--- src/rtl/temporizador_semaforo.sv ---
// Companion timer for the traffic-light controller: debounced car request (CAR),
// red-phase timeout (TIMEOUT) and illegal-light flag (ERRO), all registered.
module temporizador_semaforo #(
  parameter int DEB         = 3,
  parameter int T_VERDE_MIN = 4,
  parameter int T_VERMELHO  = 6,
  parameter int CNT_W       = 8
) (
  input  logic clk,
  input  logic res,
  input  logic SENSOR,
  input  logic VERDE,
  input  logic AMARELO,
  input  logic VERMELHO,
  output logic CAR,
  output logic TIMEOUT,
  output logic ERRO
);

  localparam logic [CNT_W-1:0] DEB_C     = CNT_W'(DEB);
  localparam logic [CNT_W-1:0] T_VMIN_C  = CNT_W'(T_VERDE_MIN);
  localparam logic [CNT_W-1:0] T_VERM_C  = CNT_W'(T_VERMELHO);
  localparam logic [CNT_W-1:0] CNT_MAX   = '1;

  logic             s1, s2;
  logic             sens_db, sens_db_d;
  logic [CNT_W-1:0] deb_cnt, deb_inc;
  logic [CNT_W-1:0] cnt, cnt_nxt;
  logic [2:0]       light, prev;
  logic             legal, entry, rise;
  logic             pend, pend_nxt;

  always_comb begin
    light   = {VERDE, AMARELO, VERMELHO};
    legal   = (light == 3'b100) || (light == 3'b010) || (light == 3'b001);
    entry   = legal && (light != prev);
    rise    = sens_db & ~sens_db_d;
    deb_inc = deb_cnt + 1'b1;

    cnt_nxt = cnt;
    if (!legal)
      cnt_nxt = '0;
    else if (entry)
      cnt_nxt = CNT_W'(1);
    else if (cnt != CNT_MAX)
      cnt_nxt = cnt + 1'b1;

    // Acknowledge (AMARELO) outranks a new rise; a car still waiting when
    // green comes back is re-armed on the green entry edge.
    pend_nxt = pend;
    if (!legal)
      pend_nxt = 1'b0;
    else if (AMARELO)
      pend_nxt = 1'b0;
    else if (rise)
      pend_nxt = 1'b1;
    else if (VERDE && entry && sens_db)
      pend_nxt = 1'b1;
  end

  always_ff @(posedge clk or posedge res) begin
    if (res) begin
      s1        <= 1'b0;
      s2        <= 1'b0;
      sens_db   <= 1'b0;
      sens_db_d <= 1'b0;
      deb_cnt   <= '0;
      cnt       <= '0;
      prev      <= 3'b000;
      pend      <= 1'b0;
      CAR       <= 1'b0;
      TIMEOUT   <= 1'b0;
      ERRO      <= 1'b0;
    end else begin
      s1 <= SENSOR;
      s2 <= s1;

      if (s2 != sens_db) begin
        if (deb_inc == DEB_C) begin
          sens_db <= ~sens_db;
          deb_cnt <= '0;
        end else begin
          deb_cnt <= deb_inc;
        end
      end else begin
        deb_cnt <= '0;
      end
      sens_db_d <= sens_db;

      cnt     <= cnt_nxt;
      prev    <= legal ? light : 3'b000;
      pend    <= pend_nxt;
      CAR     <= pend_nxt & VERDE & (cnt_nxt >= T_VMIN_C);
      TIMEOUT <= VERMELHO & (cnt_nxt >= T_VERM_C);
      ERRO    <= ~legal;
    end
  end

endmodule
--- config.mk ---
export PLATFORM = sky130hd
export DESIGN_NAME = temporizador_semaforo
export DESIGN_NICKNAME = d
export VERILOG_FILES = /design/src/rtl/temporizador_semaforo.sv
export SDC_FILE = /design/constraint.sdc
export NUM_CORES = 1
export LEC_CHECK = 0
export BUFFER_PORTS_ARGS = -buffer_cell sky130_fd_sc_hd__buf_2
export CAP_MARGIN = 20
export CORE_UTILIZATION = 37
export DETAILED_ROUTE_END_ITERATION = 7
export SKIP_LAST_GASP = 1
export SYNTH_ARGS = -nofsm -noshare
export SYNTH_HDL_FRONTEND = slang
export SYNTH_SLANG_ARGS = --single-unit
--- constraint.sdc ---
create_clock -name clk -period 1.8 [get_ports clk]
set_clock_uncertainty 0.1 [all_clocks]
set_input_delay 0.36 -clock clk [delete_from_list [all_inputs] [get_ports clk]]
set_output_delay 0.36 -clock clk [all_outputs]
set_load 0.02 [all_outputs]
# Yosys cells after proc, flatten, opt, wreduce, memory -nomap -nowiden
# Cells that the tools add are included.
word_totals:
  register_bits: 27
  elab_cells: 45
op_classes:
  bitwise: 7
  eq_ne: 7
  n_reduce_logical: 6
  n_mux: 10
  magnitude_cmp: 2
  addsub: 2
op_table:
  columns: ["op", "count"]
  rows:
  - ["$mux 8", 5]
  - ["$add 8x1->8 const B", 2]
  - ["$ge 8x3->1 const B", 2]
  - ["$eq 8x2->1 const B", 1]
  - ["$ne 8x8->1 const B", 1]
  - ["$and 1x1->1", 4]
  - ["$mux 1", 4]
  - ["$eq 3x1->1 const B", 1]
  - ["$eq 3x2->1 const B", 1]
  - ["$eq 3x3->1 const B", 1]
  - ["$logic_and 1x1->1", 3]
  - ["$mux 3", 1]
  - ["$ne 3x3->1", 1]
  - ["$not 1->1", 3]
  - ["$logic_or 1x1->1", 2]
  - ["$reduce_and 2->1", 1]
  - ["$ne 1x1->1", 1]

# Depth between registers and ports, before layout
depth:
  depth_word: 12
  mapped_depth: 6
  ltp_nobuf: 6

# Worst setup path after synthesis
# OpenSTA, ideal clock, no wires.
synth_timing:
  kind: "register to register"
  startpoint: "register deb_cnt[2]"
  endpoint: "register sens_db"
  stages_incl_launch_ff: 7
  setup_time_ns: 0.125
  n_path_buf: 1
  arrival_time_ns: 1.582
  slack_ns: -0.008
  cell_sequence: "dfrtp_1 -> buf_6 -> and4_4 -> a211o_1 -> a211oi_2 -> nand3_1 -> mux2_4"
synth_between:
  elab_chain_len: 3
synth_rtl:
  columns: ["element", "line_no", "text"]
  rows:
  - ["start: declaration", "27", "logic [CNT_W-1:0] deb_cnt, deb_inc;"]
  - ["start signal: assignment", "83", "deb_cnt <= deb_inc;"]
  - ["$add 8x1->8", "38", "deb_inc = deb_cnt + 1'b1;"]
  - ["$eq 8x2->1", "79", "if (deb_inc == DEB_C) begin"]
  - ["$reduce_and 2->1 (no line)", null, null]
  - ["end signal: assignment", "80", "sens_db <= ~sens_db;"]
  - ["end: declaration", "26", "logic sens_db, sens_db_d;"]
# No other way between the ends.
# A chain may end at the register's enable or synchronous reset.

# Worst setup path in the final report
layout_timing:
  startpoint: "register deb_cnt[1]"
  endpoint: "register sens_db"
# Same word-level chain as after synthesis.

==> impl_metrics.py <==
metrics = {
    "cells_and_area": {
        "syn2layout_area_growth_pct": 27.7,
        "fin_cells": 213,
        "fillers": 346,
        "register_area_sq_um": 677,
        "design_area_sq_um": 1840,
        "antenna_cells": 0,
        "drive_gt1_frac": 0.352,
        "final_nets": 175,
        "multiInputGateArea_sq_um": 792,
        "final_cell_mix": "dfrtp_1, buf_4, nor2_1, a21oi_1",
        "layout_commonest_cell": "dfrtp_1",
        "reg_top3": "cnt x8, deb_cnt x8, prev x3",
    },
    "sta": {
        "finalSetupViolCount": 0,
        "timing.final.crit_share": 0.995,
        "rsz0062_at_grt": "yes",
        "maxSlewHeadroom": 0.774,
        "hold_viol": 0,
        "min_period_ns": 1.79,
        "slew_viol_final": 0,
        "worstMarginPinSlew_ns": 0.338,
        "setup_tns_ns": 0,
        "max_clock_freq_mhz": 558,
    },
    "power": {
        "p_switching_uw": 387,
        "powerDensity_nw_per_um2": 753,
        "seqPwrFrac": 0.509,
        "intPower_uw": 998,
        "worst_ir_drop_vdd_mv": 0.526,
        "p_leak_nw": 0.822,
        "combPwrFrac": 0.251,
        "p_clk_frac": 0.239,
        "swShare": 0.280,
        "power_mw": 1.39,
    },
    "route": {
        "vias_per_cell": 5.22,
        "wl_microns": 2920,
        "ant_nets": 0,
        "vias": 1111,
        "detail_route.wl_per_cell_microns": 13.7,
        "drt_iter0_drc": 68,
        "drt-pass1-iter-count": 4,
        "remaining_drc_errors": 0,
    },
    "clock_network": {
        "cts_tree": "built",
        "clock_tree.buffer_depth": 2,
        "cts_sinks": 27,
        "clk_transition_reported_paths_ns": 0.09,
        "clk_latency_ns": 0.26,
        "numCtsBuffers": 3,
        "htreeDepth": 1,
        "cts-root-buf": "clkbuf_8",
    },
    "placed_design": {
        "postPlaceCellArea_sq_um": 1640,
        "io_buffers": 8,
        "hpwl_microns": 2040,
        "place_congestion": 0.823,
        "placedCellCount": 198,
    },
    "die": {
        "ios": 9,
        "initial_core_util": 0.390,
        "core_area_sq_um": 3690,
        "die_h_microns": 64.4,
        "rows": 22,
        "die_area_sq_um": 4150,
        "die_w_microns": 64.4,
    },
    "critical_path": {
        "crit_buf_inv": 0,
        "critPathRequiredTime_ns": 1.85,
        "worstPathArrival_ns": 1.84,
        "path_max_fanout": 3,
        "startpoint": "deb_cnt[1]",
        "cp.depth": 5,
        "critical_path.cell_chain": "and4_4 -> a211o_1 -> a211oi_2 -> nand3_1 -> mux2_4",
        "start_kind": "flip-flop",
        "worstSetupEndpointType": "flip-flop",
        "cp_slowest_stage_delay_ns": 0.41,
        "worstReg2RegEnd": "sens_db",
        "cp_slowest_cell": "dfrtp_1",
        "reg2regPathDepth": 5,
        "path_delay_family": "compound AO/OA/AOI/OAI gates",
        "critical_path.endpoint": "sens_db",
        "rr_startpoint": "deb_cnt[1]",
        "crit_type": "reg2reg",
        "r2r_slack_ns": 0.009,
    },
    "global_route": {
        "grt_pass1_vias": 1114,
        "grt_util_all_layers": 0.148,
        "antenna_found_initial": 0,
        "grt_pass1_wl_microns": 4820,
        "grt_overflow": 0,
        "grt_max_degree": 28,
    },
    "logic_synthesis": {
        "yosysSeqAreaShare": 0.469,
        "synth_edf_count": 0,
        "ys_seq_elements": 27,
        "synth_warnings": 0,
        "syn_area_per_cell_sq_um": 11.2,
        "synth_flop_cell": "dfrtp_1",
        "synth_cell_types": 39,
        "synthCells": 129,
        "syn_area_sq_um": 1440,
        "syn_nets": 138,
        "async_reset_ff_frac": 1.00,
    },
    "status": {
        "status": "complete, no violations",
    },
    "hold_path": {
        "hp-class": "in2async",
    },
    "run": {
        "maxCapViolCount": 0,
    },
}
## timing repair
action / 4_1_cts / 5_1_grt
pin swaps: 1 / 10
hold buffers: 0 / 0
gates resized for setup: 2 / 12
gates cloned: 0 / 0
setup buffers: 1 / 10
endpoints found under the setup margin: 3 / 5
## power groups by stage
| stage | clock, mW | combinational (mW) | sequential (mW) |
|---|---|---|---|
| floorplan | 0 | 0.208 | 0.718 |
| global placement | 0 | 0.310 | 0.718 |
| detailed placement | 0 | 0.318 | 0.721 |
| CTS | 0.343 | 0.334 | 0.706 |
| global route | 0.369 | 0.393 | 0.716 |
| finish | 0.331 | 0.348 | 0.706 |
## metal layers
metal | vias up | global-route usage | wire length (microns)
met5 | - | 0 | 0
met4 | 0 | 0.0222 | 0
met3 | 0 | 0.0357 | 83
met2 | 14 | 0.258 | 1580
met1 | 552 | 0.189 | 1260
li1 | 545 | - | -
## cell families after synthesis
| kind of cell | count (synthesis) | synth area share |
|---|---|---|
| adder cells (fa/ha/maj) | 3 | 0.0261 |
| flip-flops | 27 | 0.469 |
| multiplexers | 1 | 0.0104 |
| AND/OR/NAND/NOR | 46 | 0.200 |
| XOR/XNOR | 13 | 0.0791 |
| buffers and inverters | 8 | 0.0269 |
| AO/OA/AOI/OAI | 31 | 0.189 |
## final cells by class
class	instances	share of cell area
flip-flops and latches	27	0.368
multi-input cells	94	0.431
inverters	6	0.0122
repair buffers	34	0.132
well taps	48	0.0327
clock buffers	4	0.0245
## worst register-to-register path: cells and delay by family, from the launching register on
kind / cells / cell delay [ns]
flip-flops: 1 / 0.41
multiplexers: 1 / 0.31
AO/OA/AOI/OAI: 2 / 0.54
AND/OR/NAND/NOR: 2 / 0.33
## stage by stage
| stage | setup WS (ns) | hold WS, ns | util |
|---|---|---|---|
| finish | 0.00940 | 0.0345 | 0.499 |
| global route | -0.0686 | 0.0679 | 0.499 |
| CTS | 0.00848 | 0.0403 | 0.459 |
| detailed placement | -0.0806 | 0.246 | 0.444 |
| global placement | -0.0369 | 0.244 | 0.444 |
| floorplan | 0.000491 | 0.231 | - |
## worst min path at each step
| stage | start | end | slack, ns | cells past startpoint |
|---|---|---|---|---|
| 2_1_floorplan | s1 | s2 | 0.23 | 0 |
| 3_3_place_gp | s1 | s2 | 0.24 | 0 |
| 5_1_grt | res | deb_cnt[5] | 0.07 | 3 |
| 4_1_cts | res | deb_cnt[5] | 0.04 | 3 |
| 3_5_place_dp | s1 | s2 | 0.25 | 0 |
| 6_report | res | prev[1] | 0.03 | 3 |
## synthesized netlist by cell type, types with 2 or more instances
cell | number | area share
a31oi_1 | 3 | 0.013
xnor2_1 | 5 | 0.030
a21oi_1 | 9 | 0.031
xor2_1 | 8 | 0.049
nand3_1 | 7 | 0.024
nor2b_1 | 2 | 0.0087
nor2_1 | 12 | 0.031
inv_1 | 6 | 0.016
nand4_1 | 3 | 0.013
and4_1 | 2 | 0.012
a221oi_2 | 3 | 0.031
nand2_1 | 6 | 0.016
a211oi_2 | 3 | 0.026
ha_1 | 3 | 0.026
dfrtp_1 | 27 | 0.47
o31ai_1 | 2 | 0.010
nor3_1 | 4 | 0.014
and3_1 | 3 | 0.013
(Power assumes the default switching activity.)
